File: src/rtl/pipe_hazard_ctrl_pkg.sv
// Shared defaults and helpers for the pipeline hazard controller.
// Forwarding is selected at build time with the PIPE_FWD_EN macro.
package pipe_hazard_ctrl_pkg;

    localparam int XLEN_DEF    = 32;
    localparam int RA_W_DEF    = 5;
    localparam int FLUSH_CNT_W = 3;

    // Bits needed to hold values 0..max_val, never less than one.
    function automatic int cnt_width(input int max_val);
        return (max_val < 2) ? 1 : $clog2(max_val + 1);
    endfunction

endpackage

File: src/rtl/pipe_hazard_ctrl_if.sv
// Bundle between the pipeline stages (master) and the hazard controller (slave).
interface pipe_hazard_ctrl_if
    import pipe_hazard_ctrl_pkg::*;
#(
    parameter int XLEN = XLEN_DEF,
    parameter int RA_W = RA_W_DEF
);
    logic [XLEN-1:0] pc_o;
    logic            fetch_valid_o;
    logic            redirect_i;
    logic [XLEN-1:0] redirect_pc_i;
    logic [RA_W-1:0] dec_rs1_i;
    logic [RA_W-1:0] dec_rs2_i;
    logic            dec_use1_i;
    logic            dec_use2_i;
    logic            ex_valid_i;
    logic            ex_we_i;
    logic            ex_load_i;
    logic [RA_W-1:0] ex_rd_i;
    logic            wb_valid_i;
    logic            wb_we_i;
    logic [RA_W-1:0] wb_rd_i;
    logic [XLEN-1:0] wb_data_i;
    logic [XLEN-1:0] rs1_raw_i;
    logic [XLEN-1:0] rs2_raw_i;
    logic [XLEN-1:0] rs1_o;
    logic [XLEN-1:0] rs2_o;
    logic            stall_o;
    logic            bubble_o;

    modport master (
        input  pc_o, fetch_valid_o, rs1_o, rs2_o, stall_o, bubble_o,
        output redirect_i, redirect_pc_i, dec_rs1_i, dec_rs2_i, dec_use1_i, dec_use2_i,
               ex_valid_i, ex_we_i, ex_load_i, ex_rd_i, wb_valid_i, wb_we_i, wb_rd_i,
               wb_data_i, rs1_raw_i, rs2_raw_i
    );

    modport slave (
        output pc_o, fetch_valid_o, rs1_o, rs2_o, stall_o, bubble_o,
        input  redirect_i, redirect_pc_i, dec_rs1_i, dec_rs2_i, dec_use1_i, dec_use2_i,
               ex_valid_i, ex_we_i, ex_load_i, ex_rd_i, wb_valid_i, wb_we_i, wb_rd_i,
               wb_data_i, rs1_raw_i, rs2_raw_i
    );

endinterface

File: src/rtl/pipe_hazard_ctrl_fwd_sel.sv
// One operand's priority match: live write-back port, then history entry 0 upward, else raw.
module pipe_hazard_ctrl_fwd_sel
    import pipe_hazard_ctrl_pkg::*;
#(
    parameter int XLEN      = XLEN_DEF,
    parameter int RA_W      = RA_W_DEF,
    parameter int FWD_DEPTH = 2
) (
    input  logic [RA_W-1:0]                 rs_i,
    input  logic                            wb_v_i,
    input  logic [RA_W-1:0]                 wb_rd_i,
    input  logic [XLEN-1:0]                 wb_data_i,
    input  logic [FWD_DEPTH-1:0]            hist_v_i,
    input  logic [FWD_DEPTH-1:0][RA_W-1:0]  hist_rd_i,
    input  logic [FWD_DEPTH-1:0][XLEN-1:0]  hist_data_i,
    input  logic [XLEN-1:0]                 raw_i,
    output logic                            hit_o,
    output logic [XLEN-1:0]                 data_o
);

    // Oldest entry is visited first so younger matches overwrite it; x0 never matches.
    always_comb begin
        hit_o  = 1'b0;
        data_o = raw_i;
        if (rs_i != '0) begin
            for (int i = FWD_DEPTH - 1; i >= 0; i--) begin
                if (hist_v_i[i] && (hist_rd_i[i] == rs_i)) begin
                    hit_o  = 1'b1;
                    data_o = hist_data_i[i];
                end
            end
            if (wb_v_i && (wb_rd_i == rs_i)) begin
                hit_o  = 1'b1;
                data_o = wb_data_i;
            end
        end
    end

endmodule

File: src/rtl/pipe_hazard_ctrl.sv
// Pipeline control: fetch PC, redirect flush, load-use stall and write-back forwarding.
// Define PIPE_FWD_EN for forwarding; without it every pending RAW dependency stalls instead.
module pipe_hazard_ctrl
    import pipe_hazard_ctrl_pkg::*;
#(
    parameter int              XLEN        = XLEN_DEF,
    parameter int              RA_W        = RA_W_DEF,
    parameter logic [XLEN-1:0] START_ADDR  = '0,
    parameter int              FWD_DEPTH   = 2,
    parameter int              FLUSH_SLOTS = 2,
    parameter int              LOAD_LAT    = 1
) (
    input logic              p_clk,
    input logic              rst_n,
    pipe_hazard_ctrl_if.slave bus
);

    localparam int SC_W = cnt_width(LOAD_LAT - 1);

    logic [XLEN-1:0]                pc_q, pc_d;
    logic [FLUSH_CNT_W-1:0]         flush_cnt_q, flush_cnt_d;
    logic [SC_W-1:0]                stall_cnt_q, stall_cnt_d;
    logic [FWD_DEPTH-1:0]           hist_v_q, hist_v_d;
    logic [FWD_DEPTH-1:0][RA_W-1:0] hist_rd_q, hist_rd_d;
    logic [FWD_DEPTH-1:0][XLEN-1:0] hist_data_q, hist_data_d;

    logic            wb_wr, load_hit, raw_hit, dep_stall, stall, bubble;
    logic            rs1_hist_hit, rs2_hist_hit;
    logic [XLEN-1:0] rs1_fwd, rs2_fwd;

    assign wb_wr    = bus.wb_valid_i & bus.wb_we_i;
    assign load_hit = bus.ex_valid_i & bus.ex_load_i & bus.ex_we_i & (bus.ex_rd_i != '0) &
                      ((bus.dec_use1_i & (bus.ex_rd_i == bus.dec_rs1_i)) |
                       (bus.dec_use2_i & (bus.ex_rd_i == bus.dec_rs2_i)));

    pipe_hazard_ctrl_fwd_sel #(.XLEN(XLEN), .RA_W(RA_W), .FWD_DEPTH(FWD_DEPTH)) u_fwd_rs1 (
        .rs_i(bus.dec_rs1_i), .wb_v_i(wb_wr), .wb_rd_i(bus.wb_rd_i), .wb_data_i(bus.wb_data_i),
        .hist_v_i(hist_v_q), .hist_rd_i(hist_rd_q), .hist_data_i(hist_data_q),
        .raw_i(bus.rs1_raw_i), .hit_o(rs1_hist_hit), .data_o(rs1_fwd)
    );

    pipe_hazard_ctrl_fwd_sel #(.XLEN(XLEN), .RA_W(RA_W), .FWD_DEPTH(FWD_DEPTH)) u_fwd_rs2 (
        .rs_i(bus.dec_rs2_i), .wb_v_i(wb_wr), .wb_rd_i(bus.wb_rd_i), .wb_data_i(bus.wb_data_i),
        .hist_v_i(hist_v_q), .hist_rd_i(hist_rd_q), .hist_data_i(hist_data_q),
        .raw_i(bus.rs2_raw_i), .hit_o(rs2_hist_hit), .data_o(rs2_fwd)
    );

`ifdef PIPE_FWD_EN
    logic unused_fwd_hits;
    assign unused_fwd_hits = rs1_hist_hit | rs2_hist_hit;
    assign raw_hit   = 1'b0;
    assign bus.rs1_o = rs1_fwd;
    assign bus.rs2_o = rs2_fwd;
`else
    logic ex_wr, unused_fwd_data;
    assign ex_wr   = bus.ex_valid_i & bus.ex_we_i;
    assign raw_hit = (bus.dec_use1_i & (bus.dec_rs1_i != '0) &
                      (rs1_hist_hit | (ex_wr & (bus.ex_rd_i == bus.dec_rs1_i)))) |
                     (bus.dec_use2_i & (bus.dec_rs2_i != '0) &
                      (rs2_hist_hit | (ex_wr & (bus.ex_rd_i == bus.dec_rs2_i))));
    assign unused_fwd_data = ^{rs1_fwd, rs2_fwd};
    assign bus.rs1_o = bus.rs1_raw_i;
    assign bus.rs2_o = bus.rs2_raw_i;
`endif

    // A redirect kills the stalled instruction, so it drops the stall but still bubbles execute.
    always_comb begin
        dep_stall = load_hit | raw_hit | (stall_cnt_q != '0);
        stall     = bus.redirect_i ? 1'b0 : dep_stall;
        bubble    = bus.redirect_i ? 1'b1 : dep_stall;

        pc_d = pc_q + XLEN'(4);
        if (bus.redirect_i) begin
            pc_d = {bus.redirect_pc_i[XLEN-1:2], 2'b00};
        end else if (stall) begin
            pc_d = pc_q;
        end

        flush_cnt_d = flush_cnt_q;
        if (bus.redirect_i) begin
            flush_cnt_d = FLUSH_CNT_W'(FLUSH_SLOTS);
        end else if (flush_cnt_q != '0) begin
            flush_cnt_d = flush_cnt_q - FLUSH_CNT_W'(1);
        end

        stall_cnt_d = stall_cnt_q;
        if (bus.redirect_i) begin
            stall_cnt_d = '0;
        end else if (load_hit) begin
            stall_cnt_d = SC_W'(LOAD_LAT - 1);
        end else if (stall_cnt_q != '0) begin
            stall_cnt_d = stall_cnt_q - SC_W'(1);
        end

        hist_v_d       = hist_v_q;
        hist_rd_d      = hist_rd_q;
        hist_data_d    = hist_data_q;
        hist_v_d[0]    = wb_wr;
        hist_rd_d[0]   = bus.wb_rd_i;
        hist_data_d[0] = bus.wb_data_i;
        for (int i = 1; i < FWD_DEPTH; i++) begin
            hist_v_d[i]    = hist_v_q[i-1];
            hist_rd_d[i]   = hist_rd_q[i-1];
            hist_data_d[i] = hist_data_q[i-1];
        end
    end

    always_ff @(posedge p_clk or negedge rst_n) begin
        if (!rst_n) begin
            pc_q        <= START_ADDR;
            flush_cnt_q <= '0;
            stall_cnt_q <= '0;
            hist_v_q    <= '0;
            hist_rd_q   <= '0;
            hist_data_q <= '0;
        end else begin
            pc_q        <= pc_d;
            flush_cnt_q <= flush_cnt_d;
            stall_cnt_q <= stall_cnt_d;
            hist_v_q    <= hist_v_d;
            hist_rd_q   <= hist_rd_d;
            hist_data_q <= hist_data_d;
        end
    end

    assign bus.pc_o          = pc_q;
    assign bus.fetch_valid_o = (flush_cnt_q == '0);
    assign bus.stall_o       = stall;
    assign bus.bubble_o      = bubble;

endmodule

File: src/flat_wrapper.sv
// flat-port wrapper written by rule: the top's interface ports become plain ports
module pipe_hazard_ctrl_flat import pipe_hazard_ctrl_pkg::*;
#(
    parameter int              XLEN        = XLEN_DEF,
    parameter int              RA_W        = RA_W_DEF,
    parameter logic [XLEN-1:0] START_ADDR  = '0,
    parameter int              FWD_DEPTH   = 2,
    parameter int              FLUSH_SLOTS = 2,
    parameter int              LOAD_LAT    = 1
)
  (p_clk, rst_n, bus_pc_o, bus_fetch_valid_o, bus_rs1_o, bus_rs2_o, bus_stall_o, bus_bubble_o, bus_redirect_i, bus_redirect_pc_i, bus_dec_rs1_i, bus_dec_rs2_i, bus_dec_use1_i, bus_dec_use2_i, bus_ex_valid_i, bus_ex_we_i, bus_ex_load_i, bus_ex_rd_i, bus_wb_valid_i, bus_wb_we_i, bus_wb_rd_i, bus_wb_data_i, bus_rs1_raw_i, bus_rs2_raw_i);
  pipe_hazard_ctrl_if #(.XLEN(XLEN), .RA_W(RA_W)) bus_i ();
  input logic p_clk;
  input logic rst_n;
  output wire logic [$bits(bus_i.pc_o)-1:0] bus_pc_o;
  output wire logic [$bits(bus_i.fetch_valid_o)-1:0] bus_fetch_valid_o;
  output wire logic [$bits(bus_i.rs1_o)-1:0] bus_rs1_o;
  output wire logic [$bits(bus_i.rs2_o)-1:0] bus_rs2_o;
  output wire logic [$bits(bus_i.stall_o)-1:0] bus_stall_o;
  output wire logic [$bits(bus_i.bubble_o)-1:0] bus_bubble_o;
  input wire logic [$bits(bus_i.redirect_i)-1:0] bus_redirect_i;
  input wire logic [$bits(bus_i.redirect_pc_i)-1:0] bus_redirect_pc_i;
  input wire logic [$bits(bus_i.dec_rs1_i)-1:0] bus_dec_rs1_i;
  input wire logic [$bits(bus_i.dec_rs2_i)-1:0] bus_dec_rs2_i;
  input wire logic [$bits(bus_i.dec_use1_i)-1:0] bus_dec_use1_i;
  input wire logic [$bits(bus_i.dec_use2_i)-1:0] bus_dec_use2_i;
  input wire logic [$bits(bus_i.ex_valid_i)-1:0] bus_ex_valid_i;
  input wire logic [$bits(bus_i.ex_we_i)-1:0] bus_ex_we_i;
  input wire logic [$bits(bus_i.ex_load_i)-1:0] bus_ex_load_i;
  input wire logic [$bits(bus_i.ex_rd_i)-1:0] bus_ex_rd_i;
  input wire logic [$bits(bus_i.wb_valid_i)-1:0] bus_wb_valid_i;
  input wire logic [$bits(bus_i.wb_we_i)-1:0] bus_wb_we_i;
  input wire logic [$bits(bus_i.wb_rd_i)-1:0] bus_wb_rd_i;
  input wire logic [$bits(bus_i.wb_data_i)-1:0] bus_wb_data_i;
  input wire logic [$bits(bus_i.rs1_raw_i)-1:0] bus_rs1_raw_i;
  input wire logic [$bits(bus_i.rs2_raw_i)-1:0] bus_rs2_raw_i;
  assign bus_pc_o = bus_i.pc_o;
  assign bus_fetch_valid_o = bus_i.fetch_valid_o;
  assign bus_rs1_o = bus_i.rs1_o;
  assign bus_rs2_o = bus_i.rs2_o;
  assign bus_stall_o = bus_i.stall_o;
  assign bus_bubble_o = bus_i.bubble_o;
  assign bus_i.redirect_i = bus_redirect_i;
  assign bus_i.redirect_pc_i = bus_redirect_pc_i;
  assign bus_i.dec_rs1_i = bus_dec_rs1_i;
  assign bus_i.dec_rs2_i = bus_dec_rs2_i;
  assign bus_i.dec_use1_i = bus_dec_use1_i;
  assign bus_i.dec_use2_i = bus_dec_use2_i;
  assign bus_i.ex_valid_i = bus_ex_valid_i;
  assign bus_i.ex_we_i = bus_ex_we_i;
  assign bus_i.ex_load_i = bus_ex_load_i;
  assign bus_i.ex_rd_i = bus_ex_rd_i;
  assign bus_i.wb_valid_i = bus_wb_valid_i;
  assign bus_i.wb_we_i = bus_wb_we_i;
  assign bus_i.wb_rd_i = bus_wb_rd_i;
  assign bus_i.wb_data_i = bus_wb_data_i;
  assign bus_i.rs1_raw_i = bus_rs1_raw_i;
  assign bus_i.rs2_raw_i = bus_rs2_raw_i;
  pipe_hazard_ctrl #(.XLEN(XLEN), .RA_W(RA_W), .START_ADDR(START_ADDR), .FWD_DEPTH(FWD_DEPTH), .FLUSH_SLOTS(FLUSH_SLOTS), .LOAD_LAT(LOAD_LAT)) u_core (.p_clk(p_clk), .rst_n(rst_n), .bus(bus_i));
endmodule
File: config.mk
export PLATFORM = sky130hd
export DESIGN_NAME = pipe_hazard_ctrl_flat
export DESIGN_NICKNAME = d
export VERILOG_FILES = /design/src/rtl/pipe_hazard_ctrl_pkg.sv /design/src/rtl/pipe_hazard_ctrl_if.sv /design/src/rtl/pipe_hazard_ctrl_fwd_sel.sv /design/src/rtl/pipe_hazard_ctrl.sv /design/src/flat_wrapper.sv
export SDC_FILE = /design/constraint.sdc
export NUM_CORES = 1
export LEC_CHECK = 0
export ABC_AREA = 1
export CORE_MARGIN = 2
export CORE_UTILIZATION = 34
export DETAILED_ROUTE_END_ITERATION = 8
export PLACE_DENSITY = 0.79
export SLEW_MARGIN = 15
export SYNTH_ARGS = -nofsm -noshare
export SYNTH_HDL_FRONTEND = slang
export SYNTH_SLANG_ARGS = --single-unit
File: constraint.sdc
create_clock -name p_clk -period 1.8 [get_ports p_clk]
set_clock_uncertainty 0.15 [all_clocks]
set_input_delay 0.27 -clock p_clk [delete_from_list [all_inputs] [get_ports p_clk]]
set_output_delay 0.27 -clock p_clk [all_outputs]
set_load 0.01 [all_outputs]
After elaboration in Yosys (flattened, before gate mapping):

Cells that the tools add are included.
W data, S select, Z words.

* add/sub/neg operators: 3
* equal/unequal tests: 9
* mux-type cells: 17
* bitwise operators: 20
* reductions and logical operators: 12

Operators by type and width (count)
* $mux W32: 2
* $eq A5 B5 Y1: 8
* $add A32 B3 Y32 const B: 1
* $reduce_bool A5 Y1: 3
* $and A1 B1 Y1: 14
* $mux W1: 13
* $logic_and A1 B1 Y1: 6
* $mux W3: 2
* $or A1 B1 Y1: 6
* $logic_not A3 Y1: 1
* $reduce_bool A3 Y1: 1
* $sub A3 B1 Y3 const B: 1
* $ne A2 B1 Y1 const B: 1
* $reduce_bool A2 Y1: 1
* $sub A1 B1 Y1 const B: 1

* register bits: 48
* bits of input ports: 158
* output and inout bits: 99

Depth between registers and ports, before layout:

* depth in word-level cells: 14
* gate-level depth with buffers: 15

Cells and area by module:

A second synthesis with hierarchy kept.

* cells, all modules: 1689
* area, all modules: 9859.5 µm²

Modules (own cells, without submodules)
* pipe_hazard_ctrl: instances 1, cells each 621, area each 5285.1 µm², seq. area each 2727.6 µm²
* pipe_hazard_ctrl_fwd_sel: instances 2, cells each 534, area each 2287.2 µm², seq. area each 0.0 µm²

Least setup slack after synthesis:

Ideal clock, no wire load.

* path kind: flip-flop to flip-flop
* from: reg u_core.pc_q[3] (netlist: u_core.bus.pc_o[3])
* to: reg u_core.pc_q[20] (netlist: u_core.bus.pc_o[20])
* setup time: 0.065 ns
* data arrival time: 1.584 ns
* setup slack: 0.001 ns
* cell stages (with the launch flop): 12
* path buffers: 0
* period minus slack after synthesis: 1.799 ns
* path through: dfrtp_1 > ha_1 > nand2_1 > nor2_1 > nand2_1 > inv_2 > nand3_1 > o21ai_1 > nand2_1 > o21ai_1 > nand2_1 > nand2_1

* longest elaborated chain between the ends: 3

Ends and longest elaborated chain
* start: declaration: line pipe_hazard_ctrl.sv:20 `logic [XLEN-1:0] pc_q, pc_d;`
* start signal: assignment: line pipe_hazard_ctrl.sv:117 `pc_q <= pc_d;`
* $add A32 B3 Y32: line pipe_hazard_ctrl.sv:72 `pc_d = pc_q + XLEN'(4);`
* $mux W32: line pipe_hazard_ctrl.sv:75 `end else if (stall) begin`
* $mux W32: line pipe_hazard_ctrl.sv:73 `if (bus.redirect_i) begin`

Every way passes these cells. The select of a mux whose other input is x is not followed.
A chain may end at the register's enable or synchronous reset.

Worst setup path after layout:

* from: reg u_core.hist_rd_q, in the netlist u_core.hist_rd_d[9]
* to: out bus_stall_o

* longest elaborated chain between the ends: 11
* elaborated cells between the ends (all ways): 18
* those cells by class: eq/ne: 2; mux: 7; bitwise: 7; reduce/logical: 2

Ends and longest elaborated chain
* start: declaration: line pipe_hazard_ctrl.sv:24 `logic [FWD_DEPTH-1:0][RA_W-1:0] hist_rd_q, hist_rd_d;`
* start signal: assignment: line pipe_hazard_ctrl.sv:121 `hist_rd_q <= hist_rd_d;`
* $eq A5 B5 Y1: line pipe_hazard_ctrl_fwd_sel.sv:27 `if (hist_v_i[i] && (hist_rd_i[i] == rs_i)) begin`
* $logic_and A1 B1 Y1: line pipe_hazard_ctrl_fwd_sel.sv:27
* $mux W1: line pipe_hazard_ctrl_fwd_sel.sv:27
* $mux W1: line pipe_hazard_ctrl_fwd_sel.sv:32 `if (wb_v_i && (wb_rd_i == rs_i)) begin`
* $mux W1: line pipe_hazard_ctrl_fwd_sel.sv:25 `if (rs_i != '0) begin`
* $or A1 B1 Y1, on equally long branches: line pipe_hazard_ctrl.sv:58, pipe_hazard_ctrl.sv:60
* $and A1 B1 Y1, on equally long branches: line pipe_hazard_ctrl.sv:57, pipe_hazard_ctrl.sv:59
* $or A1 B1 Y1 *: line pipe_hazard_ctrl.sv:58 `(rs1_hist_hit | (ex_wr & (bus.ex_rd_i == bus.dec_rs1_i)))) |`
* $or A1 B1 Y1 * (2 in series): line pipe_hazard_ctrl.sv:68 `dep_stall = load_hit | raw_hit | (stall_cnt_q != '0);`
* $mux W1 *: line pipe_hazard_ctrl.sv:69 `stall = bus.redirect_i ? 1'b0 : dep_stall;`
* end: declaration: line flat_wrapper.sv:19 `output wire logic [$bits(bus_i.stall_o)-1:0] bus_stall_o;`

Every way passes the cells marked *; elsewhere a longest branch is shown, timed or not.

==> reports/summary.md <==
The combinational power share is 0.339, and the number of antenna violations at the first check in global routing is 0. The count of clock tree sinks was 45. The run finished, with violations left. The power share of the sequential group was 0.336; the number of pins with negative max-slew slack in the final report was 0. Entering global routing, the biggest net connects 47 pins.

Final antenna diode count: 0. Once detail routing completed, the nets flagged for antenna violations numbered 0. The number of cells produced by synthesis came out at 650. The slack of the critical path is -0.299 ns. The clock share of power is 0.325, and the largest fanout on the critical path is 4. The tools report the placeable core region as 0.0115 mm^2. During placement, the flow inserted port buffers numbering 91. The initial core utilization is 0.351. The Yosys step of the flow raised 0 warnings. From bottom edge to top edge, the die measures 113 um.

dfrtp_1 takes more of the synthesized area than any other cell. The initialized floorplan defines 39 standard-cell rows. TritonCTS built the clock tree. The tools report the final instance count without filler cells as 879.

Share of synthesized flip-flops with an asynchronous set or reset: 1.00. The launching element type of the critical path was a flop. The switching share of power was 0.314; the clock latency reported for the late side of the worst-skew pair was 0.29 ns. The die boundary width came out at 113 um. The part of the cycle the worst path needs was 1.17; the shortest period the worst path allows was 2.10 ns. After synthesis, the cell types taking the most area are dfrtp_1 (28%), nand2_1 (24%), buf_4 (12%). The worst setup path is captured at a primary output. The tools report the number of iterations in the first detailed-routing pass as 8. The checks that failed: design-rule violations, negative setup slack. Clock input transition at the sequential cells of the worst setup and hold paths: 0.06 ns. Max-cap check violation count: 0.

The starting DRC count in detailed routing was 325. The floorplan step defined a die boundary enclosing 0.0128 mm^2. Setup violations remaining at the end of the flow were counted as 31. In the layout the commonest cells are nand2_1 (221), buf_4 (59), nor2_1 (57), clkdlybuf4s50_1 (55), dfrtp_1 (44). The logs give 4,149 for the number of global-route vias before repair and 0.869 for the placer's final routability congestion estimate. Data arrives at the worst endpoint at 1.68 ns. The library cell used most frequently in the layout, excluding fill and tap cells, is nand2_1. Fraction of final layout cells sized beyond drive strength 1: 0.220.

The internal portion of the total power is 2.55 mW. Global routing finished with a remaining overflow of 0. Count of flip-flops with a built-in enable after synthesis: 0.

The type of the tightest min-delay check is in2reg. After detailed routing, the number of vias per cell comes to 4.83. The final layout net count was 896. Relative to the synthesized area, the layout overhead comes to 36.8%.

The run gives 860 as the number of placed instances, taps included. The first global-routing pass estimated 20,100 um of wire. The count of final hold-check violations came out at 0. The critical path is of the reg2out type. In this run the clock root is driven by a clkbuf_16. The standby leakage power is 2.90 nW. For this run, design rule violations remaining after detail routing come to 17.

For the overall track demand over capacity in global routing, the log shows 0.192. Based on the critical path, the design can be clocked at up to 0.476 GHz. Post-synthesis sequential element count: 45. The tools report the minimum hold slack as 0.153 ns. The largest buffer count on any clock path is 2, and the detailed-placement wirelength estimate is 8990 um. For this run, the leading register cell type out of synthesis is dfrtp_1. The routed layout has 4,245 vias. Across the VDD grid, the largest voltage drop is 0.000423 V.

Buffers inserted during clock tree synthesis total 5. Setup repair after global routing could not meet its margin everywhere. The fraction of the yosys area taken by sequential cells came out at 0.278. The sum of routed wire length over all layers was 12,400 um; the portion of synthesized cell area occupied by the leading cell type was 0.278.

Count of distinct cell types in the synthesized netlist: 30. The H-tree was split into 2 levels. Pin placement for this block handled 257 I/O pins. Total power for the finished layout comes to 3.71 mW. The required time at the endpoint of the critical path is 1.38 ns, and the synthesized area per cell is 6.23 um^2. After synthesis the cells add up to 0.00405 mm^2.

Dividing total power by cell area gives a power density of 671 mW/mm^2. The net switching power figure came out at 1.17 mW. The wire length per cell after detailed routing is 14.1 um.
state kept, by name, summed over array words and instances, names as in the netlist:
| register | flops |
|---|---|
| u_core.hist_rd_q | 5 |
| u_core.hist_rd_d | 5 |
| u_core.hist_v_q | 2 |
| u_core.bus.pc_o | 30 |
| u_core.flush_cnt_q | 3 |
per-stage QoR:
step                       util  setup WS (ns)  TNS (ns)  instance area [um^2]
after CTS                 0.472         -0.325     -3.65                  5430
after global routing      0.481         -0.400     -9.98                  5540
after detailed placement  0.434          -1.06    -22.56                  4990
after global placement    0.434          -1.06    -23.12                  4990
after floorplan               -       0.000814         0                  4050
final                     0.481         -0.299     -7.05                  5540
cells by family (layout without fill, tap and decap cells):
group	after synthesis	count (layout)	share of synthesized area
AOI/OAI and AO/OA	37	37	0.0482
other	1	2	0.000926
and+or+nand+nor	406	406	0.424
DFF	45	45	0.278
xor gates and xnor gates	18	18	0.0389
buffers and inverters	140	225	0.200
adders and majority gates	3	3	0.00927
cells in the mapped netlist, types with 3 or more instances:
cell type / number
a21oi_1: 7
buf_2: 7
buf_4: 67
clkbuf_1: 7
dfrtp_1: 45
ha_1: 3
inv_1: 46
inv_2: 10
nand2_1: 257
nand2_2: 3
nand3_1: 38
nand3_2: 10
nand4_1: 11
nor2_1: 63
nor3_1: 17
o21ai_0: 24
xnor2_1: 7
xor2_1: 11
metal layers:
layer,wire (um),up-vias,GRT usage,share of wire
li1,-,2136,-,-
met4,281,0,0.0634,0.023
met2,5780,183,0.316,0.46
met5,0,-,0,0
met1,5450,1906,0.258,0.44
met3,921,20,0.0311,0.074
critical path: stages, from the launching register on:
cell and delay, ns:
dfrtp_1 0.40, inv_1 0.07, nand2_1 0.06, nand2_1 0.05, nor2_1 0.13, nand3_1 0.09, nand3_1 0.07, nand2_1 0.06
nand2_2 0.08, nand2_4 0.08, nand2_4 0.08, nand2_4 0.06, inv_2 0.07, buf_6 0.09
final cells by class:
type	instances	area, um^2
fillers	1145	5980
multi-input cells	466	2270
clock buffers	5	125
clock inverters	3	68.8
flip-flops and latches	45	1130
inverters	56	210
repair buffers	161	1560
well taps	143	179
what timing repair did:
item,CTS,global route
endpoints found under the hold margin,45,0
hold buffers,1,0
resized for setup,90,33
pin swaps,10,7
setup endpoints to repair,34,45
gates cloned,3,0
setup buffers,2,5
final timing paths:
check	cells after the start	slack, ns	to	from
min	1	0.15	u_core.hist_rd_d[6]	bus_wb_rd_i[1]
min in group asynchronous	3	0.36	u_core.bus.pc_o[9]	rst_n
max	13	-0.30	bus_stall_o	u_core.hist_rd_d[9]
max reg2reg	16	-0.24	u_core.bus.pc_o[28]	u_core.hist_rd_d[9]
min reg2reg	0	0.25	u_core.hist_rd_q[5]	u_core.hist_rd_d[5]
max in group asynchronous	3	0.90	u_core.bus.pc_o[28]	rst_n
power groups by stage:
stage	sequential, mW	clock, mW	combinational, mW
after floorplan	1.31	0	0.631
after global placement	1.26	0	1.18
after detailed placement	1.26	0	1.19
after CTS	1.24	1.23	1.24
after global routing	1.27	1.27	1.40
final	1.25	1.21	1.26
Note: power is estimated with default switching activity, not from simulation.
